$ cat src/rtl/sdram_host_arbiter.sv
// Two-port round-robin arbiter and single-command sequencer for the SDRAM controller host port.
// Tracks the busy handshake with an ack watchdog and routes read data back to the issuing port.
module sdram_host_arbiter #(
  parameter int HADDR_WIDTH = 24,
  parameter int HDATA_WIDTH = 16,
  parameter int ACK_TIMEOUT = 15
) (
  input  logic                   SDRAM_CLK,
  input  logic                   ARESETn,
  input  logic                   p0_req,
  input  logic                   p0_we,
  input  logic [HADDR_WIDTH-1:0] p0_addr,
  input  logic [HDATA_WIDTH-1:0] p0_wdata,
  output logic                   p0_gnt,
  output logic                   p0_rvalid,
  output logic [HDATA_WIDTH-1:0] p0_rdata,
  input  logic                   p1_req,
  input  logic                   p1_we,
  input  logic [HADDR_WIDTH-1:0] p1_addr,
  input  logic [HDATA_WIDTH-1:0] p1_wdata,
  output logic                   p1_gnt,
  output logic                   p1_rvalid,
  output logic [HDATA_WIDTH-1:0] p1_rdata,
  output logic [HADDR_WIDTH-1:0] wr_addr,
  output logic [HDATA_WIDTH-1:0] wr_data,
  output logic                   wr_enable,
  output logic [HADDR_WIDTH-1:0] rd_addr,
  output logic                   rd_enable,
  input  logic [HDATA_WIDTH-1:0] rd_data,
  input  logic                   rd_ready,
  input  logic                   busy,
  output logic                   err,
  output logic                   err_port
);

  localparam int CW = (ACK_TIMEOUT < 2) ? 1 : $clog2(ACK_TIMEOUT);
  localparam logic [CW-1:0] ACK_LAST = CW'(ACK_TIMEOUT - 1);

  typedef enum logic [1:0] {IDLE, ISSUE, WAIT_ACK, WAIT_DONE} state_t;

  state_t                 r_state;
  logic                   r_last;
  logic                   r_cur;
  logic                   r_we;
  logic [HADDR_WIDTH-1:0] r_addr;
  logic [HDATA_WIDTH-1:0] r_wdata;
  logic [CW-1:0]          r_cnt;
  logic                   r_done;
  logic [1:0]             r_gnt;
  logic [1:0]             r_rvalid;
  logic [HDATA_WIDTH-1:0] r_rdata0;
  logic [HDATA_WIDTH-1:0] r_rdata1;
  logic                   r_wr_en;
  logic                   r_rd_en;
  logic                   r_err;
  logic                   r_err_port;

  logic                   w_any;
  logic                   w_pick;
  logic                   w_we;
  logic [HADDR_WIDTH-1:0] w_addr;
  logic [HDATA_WIDTH-1:0] w_wdata;

  // On a tie the port that did not win last time goes next.
  assign w_any   = p0_req | p1_req;
  assign w_pick  = (p0_req & p1_req) ? ~r_last : p1_req;
  assign w_we    = w_pick ? p1_we    : p0_we;
  assign w_addr  = w_pick ? p1_addr  : p0_addr;
  assign w_wdata = w_pick ? p1_wdata : p0_wdata;

  always_ff @(posedge SDRAM_CLK or negedge ARESETn) begin
    if (!ARESETn) begin
      r_state    <= IDLE;
      r_last     <= 1'b1;
      r_cur      <= 1'b0;
      r_we       <= 1'b0;
      r_addr     <= '0;
      r_wdata    <= '0;
      r_cnt      <= '0;
      r_done     <= 1'b0;
      r_gnt      <= 2'b00;
      r_rvalid   <= 2'b00;
      r_rdata0   <= '0;
      r_rdata1   <= '0;
      r_wr_en    <= 1'b0;
      r_rd_en    <= 1'b0;
      r_err      <= 1'b0;
      r_err_port <= 1'b0;
    end else begin
      r_gnt    <= 2'b00;
      r_rvalid <= 2'b00;
      r_wr_en  <= 1'b0;
      r_rd_en  <= 1'b0;
      r_err    <= 1'b0;
      case (r_state)
        IDLE: begin
          if (!busy && w_any) begin
            r_cur   <= w_pick;
            r_last  <= w_pick;
            r_we    <= w_we;
            r_addr  <= w_addr;
            r_wdata <= w_wdata;
            r_gnt   <= w_pick ? 2'b10 : 2'b01;
            r_wr_en <= w_we;
            r_rd_en <= ~w_we;
            r_state <= ISSUE;
          end
        end
        ISSUE: begin
          r_cnt   <= '0;
          r_done  <= 1'b0;
          r_state <= WAIT_ACK;
        end
        WAIT_ACK: begin
          if (busy) begin
            r_state <= WAIT_DONE;
          end else if (r_cnt == ACK_LAST) begin
            r_err      <= 1'b1;
            r_err_port <= r_cur;
            r_state    <= IDLE;
          end else begin
            r_cnt <= r_cnt + 1'b1;
          end
        end
        WAIT_DONE: begin
          if (!r_we && rd_ready) begin
            if (r_cur) r_rdata1 <= rd_data;
            else       r_rdata0 <= rd_data;
            r_rvalid[r_cur] <= 1'b1;
            r_done          <= 1'b1;
          end
          // A read that finishes without ever strobing rd_ready is reported, not returned.
          if (!busy) begin
            r_state <= IDLE;
            r_done  <= 1'b0;
            if (!r_we && !r_done && !rd_ready) begin
              r_err      <= 1'b1;
              r_err_port <= r_cur;
            end
          end
        end
        default: r_state <= IDLE;
      endcase
    end
  end

  assign p0_gnt    = r_gnt[0];
  assign p1_gnt    = r_gnt[1];
  assign p0_rvalid = r_rvalid[0];
  assign p1_rvalid = r_rvalid[1];
  assign p0_rdata  = r_rdata0;
  assign p1_rdata  = r_rdata1;
  assign wr_addr   = r_addr;
  assign rd_addr   = r_addr;
  assign wr_data   = r_wdata;
  assign wr_enable = r_wr_en;
  assign rd_enable = r_rd_en;
  assign err       = r_err;
  assign err_port  = r_err_port;

endmodule

$ cat config.mk
export PLATFORM = sky130hd
export DESIGN_NAME = sdram_host_arbiter
export DESIGN_NICKNAME = d
export VERILOG_FILES = /design/src/rtl/sdram_host_arbiter.sv
export SDC_FILE = /design/constraint.sdc
export NUM_CORES = 1
export LEC_CHECK = 0
export ABC_AREA = 1
export BUFFER_PORTS_ARGS = -buffer_cell sky130_fd_sc_hd__buf_2
export CAP_MARGIN = 40
export CORE_AREA = 2 2 106 87
export CTS_CLUSTER_SIZE = 8
export DETAILED_ROUTE_END_ITERATION = 10
export DIE_AREA = 0 0 108 89
export GPL_TIMING_DRIVEN = 0
export PLACE_DENSITY = 0.86
export SLEW_MARGIN = 5
export SYNTH_ARGS = -nofsm -noshare
export SYNTH_HDL_FRONTEND = slang
export SYNTH_SLANG_ARGS = --single-unit
$ cat constraint.sdc
create_clock -name SDRAM_CLK -period 1.85 [get_ports SDRAM_CLK]
set_input_delay 0.37 -clock SDRAM_CLK [delete_from_list [all_inputs] [get_ports SDRAM_CLK]]
set_output_delay 0.37 -clock SDRAM_CLK [all_outputs]
set_load 0.02 [all_outputs]
==> metrics.log, run 1 <==
[metrics] result of the run: completed
[metrics] initial core utilization: 49.7%
[metrics] detailed placer's ending HPWL: 8990 um
[metrics] DRC viols: 0
[metrics] worst min-delay path class: in -> reg
[metrics] CP arrival: 1.84 ns
[metrics] number of optimization iterations in the first detailed-route pass: 4
[metrics] pin count of the biggest net entering global routing: 55
[metrics] startpoint type of the worst setup path: register
[metrics] average wire per standard cell: 13.3 um
[metrics] endpoint required time on the critical path: 2.09 ns
[metrics] number of buffers added by the clock tree synthesis step: 9
[metrics] RR Startpoint: r_last
[metrics] worst hold path endpoint: p0_rdata[14]
[metrics] Critical Path End Type: register
[metrics] number of buffers inserted for hold repair after clock tree synthesis: 1
[metrics] Final setup viols: 0
[metrics] maximum vdd drop: 0.000834 V
[metrics] Hold Path Origin: rd_data[14]
[metrics] synthesis-to-finish area growth: 33.2%
[metrics] Leak Pwr: 3.51 nW
[metrics] die height: 89 um
[metrics] total routing usage reported by global routing: 23.9%
[metrics] total of fill cells in the finished design: 722
[metrics] DP Worst Slack: 0.258 ns
[metrics] routability congestion estimate: 0.821
[metrics] standard-cell rows: 30
[metrics] endpoints failing hold: 0
[metrics] Syn Nets: 639
[metrics] TritonCTS clock tree: done
[metrics] global-route wire length before repair: 17900 um
[metrics] gate count of the mapped netlist: 533
[metrics] Setup Skew: 0.0143 ns
[metrics] post_cts resized: 0
[metrics] Sw Ratio: 44.7%
[metrics] Die Span X: 108 um
[metrics] worst hold path stage count: 3
[metrics] total of buffers placed on input and output ports: 207
[metrics] total via count after detailed routing: 4141
[metrics] Avg Vias per Cell: 4.76
[metrics] largest buffer count on any clock path: 2
[metrics] post-layout power: 8.81 mW
[metrics] power density over the cells: 1580 nW/um^2
[metrics] number of instances in the placed design: 853
[metrics] number of levels the H-tree was split into: 3
[metrics] Total Die Area: 9610 um^2
[metrics] transition time at the pin with the least slew margin: 0.488 ns
[metrics] total non-filler cell area in the finished layout: 5590 um^2
[metrics] unrepaired setup endpoints after global routing: no
[metrics] Max Fclk: 628 MHz
[metrics] relative contribution of combinational cells to total power: 48.6%
[metrics] buffers inserted by post-CTS timing repair: 0
[metrics] flip-flop and latch count after synthesis: 90
[metrics] number of DRC markers after the initial detailed-route iteration: 263
[metrics] Min Clock Period, post-route: 1.59 ns
[metrics] WL final: 11600 um
[metrics] # diodes: 0
[metrics] insertion delay of the later-clocked pin in the worst-skew pair: 0.36 ns
[metrics] portion of total power attributed to the clock network: 14.0%
[metrics] count of pins over their slew limit: 0
[metrics] number of warnings issued by yosys: 0
[metrics] total negative slack: 0 ns
[metrics] total grt overflow: 0
[metrics] max_slew headroom: 67.5%
[metrics] fraction of layout instances using a drive strength above 1: 37.1%
[metrics] Placed Area: 5400 um^2
[metrics] initial antenna violation count: 0
[metrics] mean cell area of the mapped netlist: 7.87 um^2
[metrics] summed instance area of the synthesized netlist: 4200 um^2
[metrics] area of the multi-input gates: 1500 um^2
[metrics] Finished Layout Cells: 870
[metrics] Reg area: 2250 um^2
[metrics] post-synthesis sequential area ratio: 53.7%
[metrics] Core Area: 8450 um^2
[metrics] reg-to-reg critical path endpoint: wr_data[2]
[metrics] count of pins on the block boundary: 208
[metrics] r2r setup slk: 0.26 ns
[metrics] portion of the clock cycle consumed by the worst path in the final layout: 86.1%
[metrics] kind of critical path: reg -> reg
[metrics] depth of the worst register-to-register path: 8
[metrics] number of nets in the final layout: 859
[metrics] Int Pwr: 4.87 mW
[metrics] number of sinks driven by the clock tree: 90
[metrics] post-layout worst setup margin: 0.256 ns
[metrics] switching power of the nets: 3.94 mW
[metrics] via count of the first global-routing pass: 3843
[metrics] largest fanout on the critical path: 10
[metrics] distinct cell type count of the synthesized netlist: 22
[metrics] total of max-cap violations: 0
[metrics] count of antenna-violating nets left after detailed routing: 0
[metrics] clock transition at the registers of the reported paths: 0.10 ns
[metrics] clock root buffer: sky130_fd_sc_hd__clkbuf_8
[metrics] Seq pwr share: 37.4%
Yosys cell counts (all sizes together):
| cell type | n | area share [%] |
|---|---|---|
| nand2 | 296 | 26 |
| dfrtp | 89 | 53 |
| buf | 46 | 7.5 |
| o21ai | 38 | 4.6 |
| inv | 35 | 3.1 |
| nand3 | 11 | 1.7 |
| nor2 | 8 | 1.2 |
| a21oi | 2 | 0.24 |
| ha | 2 | 0.60 |
| nand4 | 2 | 0.30 |
| a21boi | 1 | 0.18 |
| a22oi | 1 | 0.18 |
| dfstp | 1 | 0.63 |
| xnor2 | 1 | 0.21 |
logic make-up after synthesis:
| group | count (synthesis) | synth area share (%) |
|---|---|---|
| buffers and inverters | 81 | 10.6 |
| adders and majority gates | 2 | 0.596 |
| xor gates and xnor gates | 1 | 0.209 |
| AOI/OAI and AO/OA | 42 | 5.22 |
| DFF | 90 | 53.7 |
| and+or+nand+nor | 317 | 29.6 |
flip-flops by register name, indices dropped and copies added, names as in the netlist:
| register | count |
|---|---|
| err_port | 1 |
| r_rvalid | 2 |
| err | 1 |
| p0_rdata | 16 |
| r_we | 1 |
| r_cnt | 4 |
| rd_enable | 1 |
| rd_addr | 24 |
| p1_rdata | 16 |
| wr_data | 16 |
| wr_enable | 1 |
| r_done | 1 |
| r_state | 2 |
| r_gnt | 2 |
| r_cur | 1 |
| r_last | 1 |
final cells by class:
cell class | instances | area share, %
inverter | 35 | 2.35
clock buffer | 10 | 2.46
tap | 112 | 2.51
buffer | 46 | 5.64
sequential | 90 | 40.3
timing repair buffer | 209 | 19.3
clock inverter | 6 | 0.716
multi-input combinational | 362 | 26.8
power groups by stage:
| stage | clock network (mW) | logic [mW] | registers, mW |
|---|---|---|---|
| 6_report | 1.23 | 4.28 | 3.30 |
| 5_1_grt | 1.35 | 4.67 | 3.40 |
| 4_1_cts | 1.26 | 4.33 | 3.30 |
| 3_5_place_dp | 0 | 4.33 | 3.31 |
| 3_3_place_gp | 0 | 4.19 | 3.27 |
| 2_1_floorplan | 0 | 1.91 | 4.15 |
metrics by stage:
step	hold WS (ns)	utilization, %
2_1_floorplan	0.0744	-
6_report	0.254	66.2
5_1_grt	0.250	66.2
3_3_place_gp	0.452	63.6
4_1_cts	0.248	66.2
3_5_place_dp	0.364	64.0
how the worst max path moves through the flow:
stage	startpoint	endpoint	slack [ns]	cells past startpoint
after floorplan	r_state[0]	rd_addr[0]	0.65	7
after global placement	ARESETn	r_cnt[0]	-0.30	1
after detailed placement	r_last	wr_data[2]	0.26	8
after CTS	r_last	wr_data[2]	0.24	8
after global routing	r_last	wr_data[2]	0.12	8
final	r_last	wr_data[2]	0.26	8
layer usage:
layer  track usage, %  up-vias  part of all wire [%]  routed length, um
met5                0        -                     0                  0
met1             28.0     1925                    40               4600
met3             6.41       21                   8.0                926
li1                 -     2032                     -                  -
met4             7.69        0                   2.0                236
met2             43.2      163                    50               5820
worst max-delay path, stage by stage (launching register included):
cell and delay, ns:
sky130_fd_sc_hd__dfstp_2 0.54, sky130_fd_sc_hd__nand2_1 0.05, sky130_fd_sc_hd__nand2_1 0.26, sky130_fd_sc_hd__inv_2 0.15, sky130_fd_sc_hd__buf_2 0.22, sky130_fd_sc_hd__nand2_1 0.07
sky130_fd_sc_hd__nand2_1 0.05, sky130_fd_sc_hd__nand2_1 0.07, sky130_fd_sc_hd__nand2_1 0.07
layout by cell type, fill, tap and decap left out, drive strengths merged, types with 3 or more instances in the layout:
cell      n
buf     254
clkbuf   10
clkinv    3
dfrtp    89
inv      37
nand2   296
nand3    11
nor2      8
o21ai    38
No activity file was read; power rests on OpenSTA's default activity.
==> run 2: changes to the inputs <==
- CTS_CLUSTER_SIZE: 8 -> 30
- MAX_ROUTING_LAYER: unset -> met4
==> run 2 against run 1 <==
  * Sequential power barely moved
  * Flip-flop and latch count did not move
  * Via count fell by 0.14%
  * Critical path depth did not move
  * Cell area did not move
  * Register-to-register slack barely moved
  * Sequential share of layout area did not move
  * Clock skew fell by 0.0012 ns
  * First-iteration DRC count fell by 16%
  * Core utilization did not move
  * Critical endpoint unchanged
  * Largest cell class unchanged
==> metrics.log, run 2 (synthesis gave the netlist of run 1 again) <==
[metrics] number of nets in the final layout: 859 (unchanged)
[metrics] Critical Path End Type: register
[metrics] endpoint required time on the critical path: 2.09 ns (about the same)
[metrics] standard-cell rows: 30 (unchanged)
[metrics] DRC viols: 0 (unchanged)
[metrics] total negative slack: 0 ns (unchanged)
[metrics] clock root buffer: sky130_fd_sc_hd__clkbuf_8
[metrics] largest buffer count on any clock path: 2 (unchanged)
[metrics] initial core utilization: 49.7% (unchanged)
[metrics] Min Clock Period, post-route: 1.59 ns (+0.000368 ns)
[metrics] power density over the cells: 1580 nW/um^2 (about the same)
[metrics] Avg Vias per Cell: 4.75 (-0.14%)
[metrics] unrepaired setup endpoints after global routing: no
[metrics] synthesis-to-finish area growth: 33.2% (unchanged)
[metrics] detailed placer's ending HPWL: 8990 um (unchanged)
[metrics] ordered cell list for the critical path: nand2_1, nand2_1, inv_2, buf_2, nand2_1, nand2_1, nand2_1, nand2_1
[metrics] flip-flop count of the largest register, all copies and words added: 24 (unchanged)
[metrics] clock transition at the registers of the reported paths: 0.10 ns (about the same)
[metrics] stage delay of the slowest cell on the critical path: 0.54 ns (about the same)
[metrics] Most Frequent Cell on Critical Path: sky130_fd_sc_hd__nand2_1
[metrics] Placed Area: 5400 um^2 (unchanged)
[metrics] total non-filler cell area in the finished layout: 5590 um^2 (unchanged)
[metrics] largest fanout on the critical path: 10 (unchanged)
[metrics] Max Fclk: 627 MHz (about the same)
[metrics] via count of the first global-routing pass: 3842 (-0.026%)
[metrics] number of DRC markers after the initial detailed-route iteration: 220 (-16%)
[metrics] result of the run: completed
[metrics] Total Die Area: 9610 um^2 (unchanged)
[metrics] total routing usage reported by global routing: 24.7% (+0.77 points)
[metrics] worst min-delay path class: in -> reg
[metrics] fraction of layout instances using a drive strength above 1: 37.1% (unchanged)
[metrics] number of sinks driven by the clock tree: 90 (unchanged)
[metrics] count of pins over their slew limit: 0 (unchanged)
[metrics] number of optimization iterations in the first detailed-route pass: 4 (unchanged)
[metrics] endpoints failing hold: 0 (unchanged)
[metrics] Core Area: 8450 um^2 (unchanged)
[metrics] most common cell after layout, fill and taps aside: sky130_fd_sc_hd__nand2_1
[metrics] pin count of the biggest net entering global routing: 55 (unchanged)
[metrics] CP max stage cell: sky130_fd_sc_hd__dfstp_2
[metrics] gate family responsible for the most delay along the worst path: simple AND/OR/NAND/NOR gates
[metrics] routability congestion estimate: 0.833 (+1.5%)
[metrics] buffers inserted by post-CTS timing repair: 0 (unchanged)
[metrics] WL final: 11600 um (+0.20%)
[metrics] count of pins on the block boundary: 208 (unchanged)
[metrics] Leak Pwr: 3.51 nW (unchanged)
[metrics] Die Span X: 108 um (unchanged)
[metrics] initial antenna violation count: 0 (unchanged)
[metrics] leading cell types in the layout, fill and taps excluded: sky130_fd_sc_hd__nand2_1, sky130_fd_sc_hd__buf_2, sky130_fd_sc_hd__dfrtp_1
[metrics] total grt overflow: 0 (unchanged)
[metrics] total of buffers placed on input and output ports: 207 (unchanged)
[metrics] max_slew headroom: 67.4% (about the same)
[metrics] total via count after detailed routing: 4135 (-0.14%)
[metrics] post-route core utilization: 66.2% (unchanged)
[metrics] average wire per standard cell: 13.3 um (+0.20%)
[metrics] number of levels the H-tree was split into: 3 (unchanged)
[metrics] startpoint type of the worst setup path: register
[metrics] count of antenna-violating nets left after detailed routing: 0 (unchanged)
[metrics] CP arrival: 1.84 ns (about the same)
[metrics] Final setup viols: 0 (unchanged)
[metrics] TritonCTS clock tree: done
[metrics] kind of critical path: reg -> reg
[metrics] number of buffers added by the clock tree synthesis step: 9 (unchanged)
[metrics] combined buffer and inverter count along the critical path: 2 (unchanged)
[metrics] transition time at the pin with the least slew margin: 0.489 ns (+0.000807 ns)
[metrics] Setup Skew: 0.0131 ns (-0.00119 ns)
[metrics] maximum vdd drop: 0.000828 V (-0.76%)
[metrics] # diodes: 0 (unchanged)
[metrics] global-route wire length before repair: 17900 um (about the same)
[metrics] die height: 89 um (unchanged)
[metrics] total of max-cap violations: 0 (unchanged)
[metrics] insertion delay of the later-clocked pin in the worst-skew pair: 0.36 ns (about the same)
[metrics] portion of the clock cycle consumed by the worst path in the final layout: 86.2% (about the same)
==> run 2: cell counts in the layout (fill, tap and decap cells not counted) <==
No cell type changed its count.
==> run 2: layout make-up <==
cell class	instances	area, um^2
Timing Repair Buffer	209	1080
Multi-Input combinational cell	362	1500
Sequential cell	90	2250
Buffer	46	315
Fill cell	722	2860
Clock buffer	10	138
Clock inverter	6	40.0
Tap cell	112	140
Inverter	35	131
==> run 2: path summary, 6_finish.rpt <==
check	start	to	slack [ns]	cells past startpoint
min	rd_data[9]	p0_rdata[9]	0.25	3
max in group asynchronous	ARESETn	r_cnt[0]	0.70	3
max reg2reg	r_last	wr_data[2]	0.26	8
min in group asynchronous	ARESETn	wr_data[2]	0.52	2
min reg2reg	r_last	r_last	0.48	2
max	r_last	wr_data[2]	0.26	8
==> run 2: tightest hold or removal path: stages <==
cell	delay, ns
sky130_fd_sc_hd__buf_2	0.09
sky130_fd_sc_hd__inv_1	0.06
sky130_fd_sc_hd__o21ai_1	0.06
==> run 2: metrics by stage <==
stage	cells	power (mW)	setup slack, ns	hold slack [ns]
2_1_floorplan	533	6.05	0.650	0.0744
3_3_place_gp	852	7.45	-0.299	0.452
3_5_place_dp	853	7.64	0.258	0.364
4_1_cts	870	8.88	0.244	0.248
5_1_grt	870	9.42	0.123	0.250
6_report	870	8.82	0.256	0.255
==> run 2: layer usage <==
layer	global-route usage [%]	wire [um]	up-vias
met5	-	0	-
met3	5.76	841	21
met2	43.3	5820	162
li1	-	-	2033
met1	28.4	4720	1919
met4	7.69	235	0
==> run 2: where the power goes <==
group / switching (mW) / total [mW] / internal, mW
Sequential: 0.537 / 3.30 / 2.76
Combinational: 2.70 / 4.29 / 1.58
Clock: 0.704 / 1.23 / 0.528
==> run 2: timing repair <==
| action | CTS | global route |
|---|---|---|
| hold endpoints to repair | 35 | 0 |
| gates resized for setup | 0 | 0 |
| hold buffers | 1 | 0 |
